`src/rtl/mem_ctrl_pkg.sv`:
```
// Shared encodings for the MEM-stage data-memory access controller.
// EX/MEM store/load type codes, FSM states and a load-code decode helper.
package mem_ctrl_pkg;

  typedef enum logic [1:0] {
    MW_NONE = 2'b00,
    MW_SB   = 2'b01,
    MW_SH   = 2'b10,
    MW_SW   = 2'b11
  } mem_write_e;

  typedef enum logic [2:0] {
    MR_NONE = 3'b000,
    MR_LB   = 3'b001,
    MR_LBU  = 3'b010,
    MR_LH   = 3'b011,
    MR_LHU  = 3'b100,
    MR_LW   = 3'b101
  } mem_read_e;

  typedef enum logic [1:0] {
    ST_IDLE = 2'b00,
    ST_REQ  = 2'b01,
    ST_DONE = 2'b10
  } dmem_state_e;

  // Codes 110/111 are reserved and behave like "no load".
  function automatic logic mr_is_load(input logic [2:0] mr);
    return (mr >= 3'(MR_LB)) && (mr <= 3'(MR_LW));
  endfunction

endpackage

```
`src/rtl/mem_lane_align.sv`:
```
// Combinational lane steering: byte enables, replicated store data,
// extended load data and misalignment detection for one access.
module mem_lane_align
  import mem_ctrl_pkg::*;
(
  input  logic [1:0]  mem_write_i,
  input  logic [2:0]  mem_read_i,
  input  logic [1:0]  addr_lo_i,
  input  logic [31:0] wdata_i,
  input  logic [31:0] rdata_i,
  output logic        access_o,
  output logic        store_o,
  output logic        load_o,
  output logic [3:0]  be_o,
  output logic [31:0] st_data_o,
  output logic [31:0] ld_data_o,
  output logic        misalign_o
);

  logic [7:0]  byte_s;
  logic [15:0] half_s;

  // A store takes priority, so a simultaneous load code is ignored.
  assign store_o  = (mem_write_i != 2'(MW_NONE));
  assign load_o   = !store_o && mr_is_load(mem_read_i);
  assign access_o = store_o || load_o;

  assign byte_s = rdata_i[{addr_lo_i, 3'b000} +: 8];
  assign half_s = rdata_i[{addr_lo_i[1], 4'b0000} +: 16];

  // Decode lanes, extension and alignment for the current access type.
  always_comb begin
    be_o       = 4'b0000;
    st_data_o  = 32'h0000_0000;
    ld_data_o  = 32'h0000_0000;
    misalign_o = 1'b0;
    if (store_o) begin
      case (mem_write_i)
        MW_SB: begin
          be_o      = 4'b0001 << addr_lo_i;
          st_data_o = {4{wdata_i[7:0]}};
        end
        MW_SH: begin
          be_o       = 4'b0011 << {addr_lo_i[1], 1'b0};
          st_data_o  = {2{wdata_i[15:0]}};
          misalign_o = addr_lo_i[0];
        end
        MW_SW: begin
          be_o       = 4'b1111;
          st_data_o  = wdata_i;
          misalign_o = (addr_lo_i != 2'b00);
        end
        default: begin
          be_o = 4'b0000;
        end
      endcase
    end else if (load_o) begin
      be_o = 4'b1111;
      case (mem_read_i)
        MR_LB:  ld_data_o = {{24{byte_s[7]}}, byte_s};
        MR_LBU: ld_data_o = {24'h00_0000, byte_s};
        MR_LH: begin
          ld_data_o  = {{16{half_s[15]}}, half_s};
          misalign_o = addr_lo_i[0];
        end
        MR_LHU: begin
          ld_data_o  = {16'h0000, half_s};
          misalign_o = addr_lo_i[0];
        end
        MR_LW: begin
          ld_data_o  = rdata_i;
          misalign_o = (addr_lo_i != 2'b00);
        end
        default: ld_data_o = 32'h0000_0000;
      endcase
    end else begin
      be_o = 4'b0000;
    end
  end

endmodule

```
`src/rtl/dmem_access_ctrl.sv`:
```
// MEM-stage controller: sequences one data-memory req/ack access per
// instruction, stalls the pipeline meanwhile and reports misalign/timeout.
module dmem_access_ctrl
  import mem_ctrl_pkg::*;
#(
  parameter int TIMEOUT_CYCLES = 16,
  parameter int CNT_W          = 8
) (
  input  logic        clk,
  input  logic        rst_n,
  input  logic [1:0]  mem_write_i,
  input  logic [2:0]  mem_read_i,
  input  logic [31:0] addr_i,
  input  logic [31:0] wdata_i,
  output logic        stall_o,
  output logic [31:0] load_data_o,
  output logic        load_valid_o,
  output logic        misalign_o,
  output logic        bus_err_o,
  output logic        dm_req_o,
  output logic        dm_we_o,
  output logic [3:0]  dm_be_o,
  output logic [31:0] dm_addr_o,
  output logic [31:0] dm_wdata_o,
  input  logic        dm_ack_i,
  input  logic [31:0] dm_rdata_i
);

  localparam logic [CNT_W-1:0] TO_LAST = CNT_W'(TIMEOUT_CYCLES - 1);

  dmem_state_e      state_q, state_d;
  logic [CNT_W-1:0] cnt_q, cnt_d;
  logic             req_q, req_d;
  logic             we_q, we_d;
  logic [3:0]       be_q, be_d;
  logic [31:0]      addr_q, addr_d;
  logic [31:0]      wdata_q, wdata_d;
  logic [31:0]      ldata_q, ldata_d;
  logic             lvalid_q, lvalid_d;
  logic             misalign_q, misalign_d;
  logic             bus_err_q, bus_err_d;
  logic             stall_s;
  logic             timeout_s;

  logic        access_s, store_s, load_s, mis_s;
  logic [3:0]  be_s;
  logic [31:0] st_data_s, ld_data_s;

  // EX/MEM is frozen while stalled, so live inputs still describe the access in REQ.
  mem_lane_align u_lane_align (
    .mem_write_i (mem_write_i),
    .mem_read_i  (mem_read_i),
    .addr_lo_i   (addr_i[1:0]),
    .wdata_i     (wdata_i),
    .rdata_i     (dm_rdata_i),
    .access_o    (access_s),
    .store_o     (store_s),
    .load_o      (load_s),
    .be_o        (be_s),
    .st_data_o   (st_data_s),
    .ld_data_o   (ld_data_s),
    .misalign_o  (mis_s)
  );

  assign timeout_s = (TIMEOUT_CYCLES != 0) && (cnt_q == TO_LAST);

  // Next-state, register updates and combinational stall.
  always_comb begin
    state_d    = state_q;
    cnt_d      = cnt_q;
    req_d      = req_q;
    we_d       = we_q;
    be_d       = be_q;
    addr_d     = addr_q;
    wdata_d    = wdata_q;
    ldata_d    = ldata_q;
    lvalid_d   = 1'b0;
    misalign_d = 1'b0;
    bus_err_d  = 1'b0;
    stall_s    = 1'b0;
    case (state_q)
      ST_IDLE: begin
        if (access_s && mis_s) begin
          misalign_d = 1'b1;
        end else if (access_s) begin
          stall_s = 1'b1;
          req_d   = 1'b1;
          we_d    = store_s;
          be_d    = be_s;
          addr_d  = {addr_i[31:2], 2'b00};
          wdata_d = st_data_s;
          cnt_d   = {CNT_W{1'b0}};
          state_d = ST_REQ;
        end else begin
          state_d = ST_IDLE;
        end
      end
      ST_REQ: begin
        stall_s = 1'b1;
        // Ack is tested first so it wins over a same-cycle timeout.
        if (dm_ack_i) begin
          req_d    = 1'b0;
          cnt_d    = {CNT_W{1'b0}};
          lvalid_d = load_s;
          if (load_s) begin
            ldata_d = ld_data_s;
          end else begin
            ldata_d = ldata_q;
          end
          state_d = ST_DONE;
        end else if (timeout_s) begin
          req_d     = 1'b0;
          cnt_d     = {CNT_W{1'b0}};
          lvalid_d  = load_s;
          ldata_d   = 32'h0000_0000;
          bus_err_d = 1'b1;
          state_d   = ST_DONE;
        end else begin
          cnt_d = cnt_q + CNT_W'(1);
        end
      end
      ST_DONE: begin
        state_d = ST_IDLE;
      end
      default: begin
        state_d = ST_IDLE;
        req_d   = 1'b0;
        cnt_d   = {CNT_W{1'b0}};
      end
    endcase
  end

  // State and output registers with synchronous active-low reset.
  always_ff @(posedge clk) begin
    if (!rst_n) begin
      state_q    <= ST_IDLE;
      cnt_q      <= {CNT_W{1'b0}};
      req_q      <= 1'b0;
      we_q       <= 1'b0;
      be_q       <= 4'b0000;
      addr_q     <= 32'h0000_0000;
      wdata_q    <= 32'h0000_0000;
      ldata_q    <= 32'h0000_0000;
      lvalid_q   <= 1'b0;
      misalign_q <= 1'b0;
      bus_err_q  <= 1'b0;
    end else begin
      state_q    <= state_d;
      cnt_q      <= cnt_d;
      req_q      <= req_d;
      we_q       <= we_d;
      be_q       <= be_d;
      addr_q     <= addr_d;
      wdata_q    <= wdata_d;
      ldata_q    <= ldata_d;
      lvalid_q   <= lvalid_d;
      misalign_q <= misalign_d;
      bus_err_q  <= bus_err_d;
    end
  end

  assign stall_o      = stall_s && rst_n;
  assign load_data_o  = ldata_q;
  assign load_valid_o = lvalid_q;
  assign misalign_o   = misalign_q;
  assign bus_err_o    = bus_err_q;
  assign dm_req_o     = req_q;
  assign dm_we_o      = we_q;
  assign dm_be_o      = be_q;
  assign dm_addr_o    = addr_q;
  assign dm_wdata_o   = wdata_q;

endmodule

```
`config.mk`:
```
export PLATFORM = sky130hd
export DESIGN_NAME = dmem_access_ctrl
export DESIGN_NICKNAME = d
export VERILOG_FILES = /design/src/rtl/mem_ctrl_pkg.sv /design/src/rtl/mem_lane_align.sv /design/src/rtl/dmem_access_ctrl.sv
export SDC_FILE = /design/constraint.sdc
export NUM_CORES = 1
export LEC_CHECK = 0
export BUFFER_PORTS_ARGS = -buffer_cell sky130_fd_sc_hd__buf_2
export CAP_MARGIN = 30
export CELL_PAD_IN_SITES_DETAIL_PLACEMENT = 1
export CELL_PAD_IN_SITES_GLOBAL_PLACEMENT = 1
export CORE_UTILIZATION = 39
export DETAILED_ROUTE_END_ITERATION = 12
export PLACE_DENSITY_LB_ADDON = 0.08
export SLEW_MARGIN = 20
export SYNTH_ARGS = -nofsm -noshare
export SYNTH_HDL_FRONTEND = slang
export SYNTH_HIERARCHICAL = 1
export SYNTH_SLANG_ARGS = --single-unit
```
`constraint.sdc`:
```
create_clock -name clk -period 6.4 [get_ports clk]
set_clock_uncertainty 0.15 [all_clocks]
set_input_delay 1.92 -clock clk [delete_from_list [all_inputs] [get_ports clk]]
set_output_delay 1.92 -clock clk [all_outputs]
set_load 0.005 [all_outputs]
```
==> results.md <==
- CTS Sinks: around 110
- DR vias/cell: 5.50
- Die width: 124 um
- Clock root buffer master: clkbuf_16
- CTS Hold Buffers Added: 0
- GRT Total Usage: 25.3%
- CTS tree: done
- Initial antenna violation count: 1
- Final period utilization: between 90 and 100%
- Mapped Cells: roughly 700
- Worst setup SP type: input pin
- Routability cong.: between 0.8 and 0.9
- Final instance area: roughly 0.0075 mm^2
- Setup Buffers After CTS: 0
- Fin Setup TNS: 0 ns
- Antenna viol nets, final: 0
- Number of synthesized flops with an enable pin: 0
- Core area: ~0.015 mm^2
- Worst skew pair latency: 0.41 ns
- Max Slew Vio Count: 0
- Max Cap Violations: 0
- Data arrival, critical path: about 3.9 ns
- Worst Tran Pin Value: just over 0.8 ns
- LEAKAGE: about 3.3 nW
- First-pass GRT wire length: 31500 um
- Post-Synthesis Cell Area: around 0.006 mm^2
- Cell area after placement: between 0.006 and 0.007 mm^2
- DPL Wire Length: 13900 um
- Top-area cell type share of the netlist area: roughly 39%
- Total Wirelength: just under 20000 um
- Vias: between 5000 and 6000
- Synth area leaders: dfxtp_1, nand2_1, a21oi_1
- Share of cells above drive strength 1: roughly a third
- Async set or reset register ratio after synthesis: 0%
- Die height: between 100 and 150 um
- Minimum clock period after layout: roughly 5.9 ns
- Fmax: about 0.17 GHz
- Multi-input gate area: 0.00323 mm^2
- RSZ-0062 raised after global routing: no
- Buffers on Ports: about 210
- Detailed Routing Iterations Pass 1: 5
- CTS clk-pin slew, worst paths: 0.05 ns
- Max VDD drop: 0.207 mV
- Most used DFF post-synth: dfxtp_1
- Die ar.: 0.0155 mm^2
- Logic pwr share: between 10% and 20%
- Sw Share: 29.2%
- Number of global-route vias before repair: 5924
- HP Class: reg -> reg
- Hold Fails Final Rpt: 0
- Setup Viol. Count Final: 0
- Sequential Power Share: around 38%
- Row cnt: 44
- CTS Buf Count: 17
- GR Overflow Total: 0
- Routed len/inst: ~18 um
- Part of the power in the clock network: between 40 and 50%
- Total power divided by cell area: roughly 270 mW/mm^2
- Final WS setup: ~0.46 ns
- # IOs: 210
- NetSw: just under 0.6 mW
- Synth cell types: 54
- Register area share after synthesis: 38.7%
- Starting Density: 40.0%
- CP Class: in -> out
- Largest net degree at the start of global routing: 74
- Critical path fanouts, max: 11
- Int Pwr: roughly 1.4 mW
- Synthesized flop and latch total: 113
- Post-route DRC: 0
- Yosys warns: 6
- Leading area contributor after synthesis: dfxtp_1
- Fillers: roughly 1800
- Area growth from synthesis to final layout: 27.7%
- Critical Path End Type: primary output
- Worst EP required: ~4.3 ns
- Slew margin rel.: a little under half
- Register area: 0.00226 mm^2
- Max clock buf depth: 2
- Avg Cell Area, Syn: between 8 and 9 um^2
- CTS resizes: 0
- Setup WS pre-CTS: 0.527 ns
- Drt initial violations: roughly 350
- Status: finished, final reports clean
- Final #Nets: 981
- H-tree levels: 4
==> Yosys cell counts, drive strengths merged (15+ instances only) <==
library cell and instances:
mux2i 25, o21ai 28, nor2b 15, buf 38
a22o 56, nand2 165, a21oi 107, nor2 19
clkbuf 27, dfxtp 113
==> through the flow <==
step	power (mW)	cells	utilization [%]	hold slack, ns
after CTS	2.04	1073	51.1	0.304
final	2.03	1074	51.1	0.305
after detailed placement	1.13	1041	47.2	0.296
after global routing	2.12	1073	51.1	0.310
after global placement	1.12	1040	47.1	0.289
after floorplan	0.999	702	-	0.303
==> final timing paths <==
kind / start / end / slack, ns / cells after the start
max: mem_read_i[1] / stall_o / 0.46 / 9
min: dm_addr_o[28]$_SDFFE_PN0P_ / dm_addr_o[28]$_SDFFE_PN0P_ / 0.30 / 2
max reg2reg: state_q[0]$_SDFFE_PN0P_ / dm_addr_o[11]$_SDFFE_PN0P_ / 4.11 / 4
min reg2reg: dm_addr_o[28]$_SDFFE_PN0P_ / dm_addr_o[28]$_SDFFE_PN0P_ / 0.30 / 2
==> power groups by stage <==
stage               clock (mW)  combinational, mW  sequential [mW]
floorplan                    0              0.215            0.783
global placement             0              0.337            0.781
detailed placement           0              0.348            0.783
CTS                      0.922              0.351            0.769
global route             0.957              0.385            0.774
finish                   0.908              0.350            0.768
==> routing by layer <==
metal / up-vias / wire length (um) / GRT usage [%]
met5: - / 0 / 0
met2: 181 / 9210 / 40.9
met3: 21 / 1310 / 6.23
met1: 2856 / 8900 / 32.7
li1: 2851 / - / -
met4: 0 / 299 / 8.58
==> registers in the layout, summed over array words and instances, names as in the netlist <==
name          cells
load_valid_o      1
dm_we_o           1
dm_wdata_o       32
cnt_q             8
bus_err_o         1
dm_req_o          1
dm_be_o           4
misalign_o        1
dm_addr_o        30
load_data_o      32
state_q           2
==> cell usage in the layout (no fill, tap or decap), types with 12 or more instances in the layout <==
cell type / instances
a21oi_1: 105
nor2b_1: 13
clkbuf_16: 17
buf_4: 12
mux2i_1: 25
nor2_1: 19
dfxtp_1: 113
o21ai_0: 26
buf_2: 207
nand2_1: 165
a22o_1: 56
==> kinds of logic (layout without fill, tap and decap cells) <==
family | Yosys count | in the layout | share of synthesized area [%]
mux | 40 | 40 | 8.72
fa+ha+maj | 1 | 1 | 0.214
compound gates | 233 | 233 | 27.2
buf+inv | 74 | 261 | 6.38
flops | 113 | 113 | 38.7
other cells | 1 | 3 | 0.0642
simple gates | 233 | 233 | 17.7
xor+xnor | 6 | 6 | 0.900
==> critical path, stage by stage <==
cell	delay [ns]
buf_2	0.23
and3b_1	0.44
nand2_1	0.10
a21o_1	0.18
a21oi_1	0.48
inv_1	0.13
a21oi_1	0.17
nor3_1	0.06
buf_2	0.15
==> final cells by class <==
cell class | count | area share, %
inverter | 9 | 0.453
antenna | 1 | 0.0335
tap | 184 | 3.09
sequential | 113 | 30.3
clock inverter | 13 | 1.49
timing repair buffer | 220 | 15.3
multi-input combinational | 515 | 43.2
clock buffer | 19 | 6.07
(Power assumes the default switching activity.)
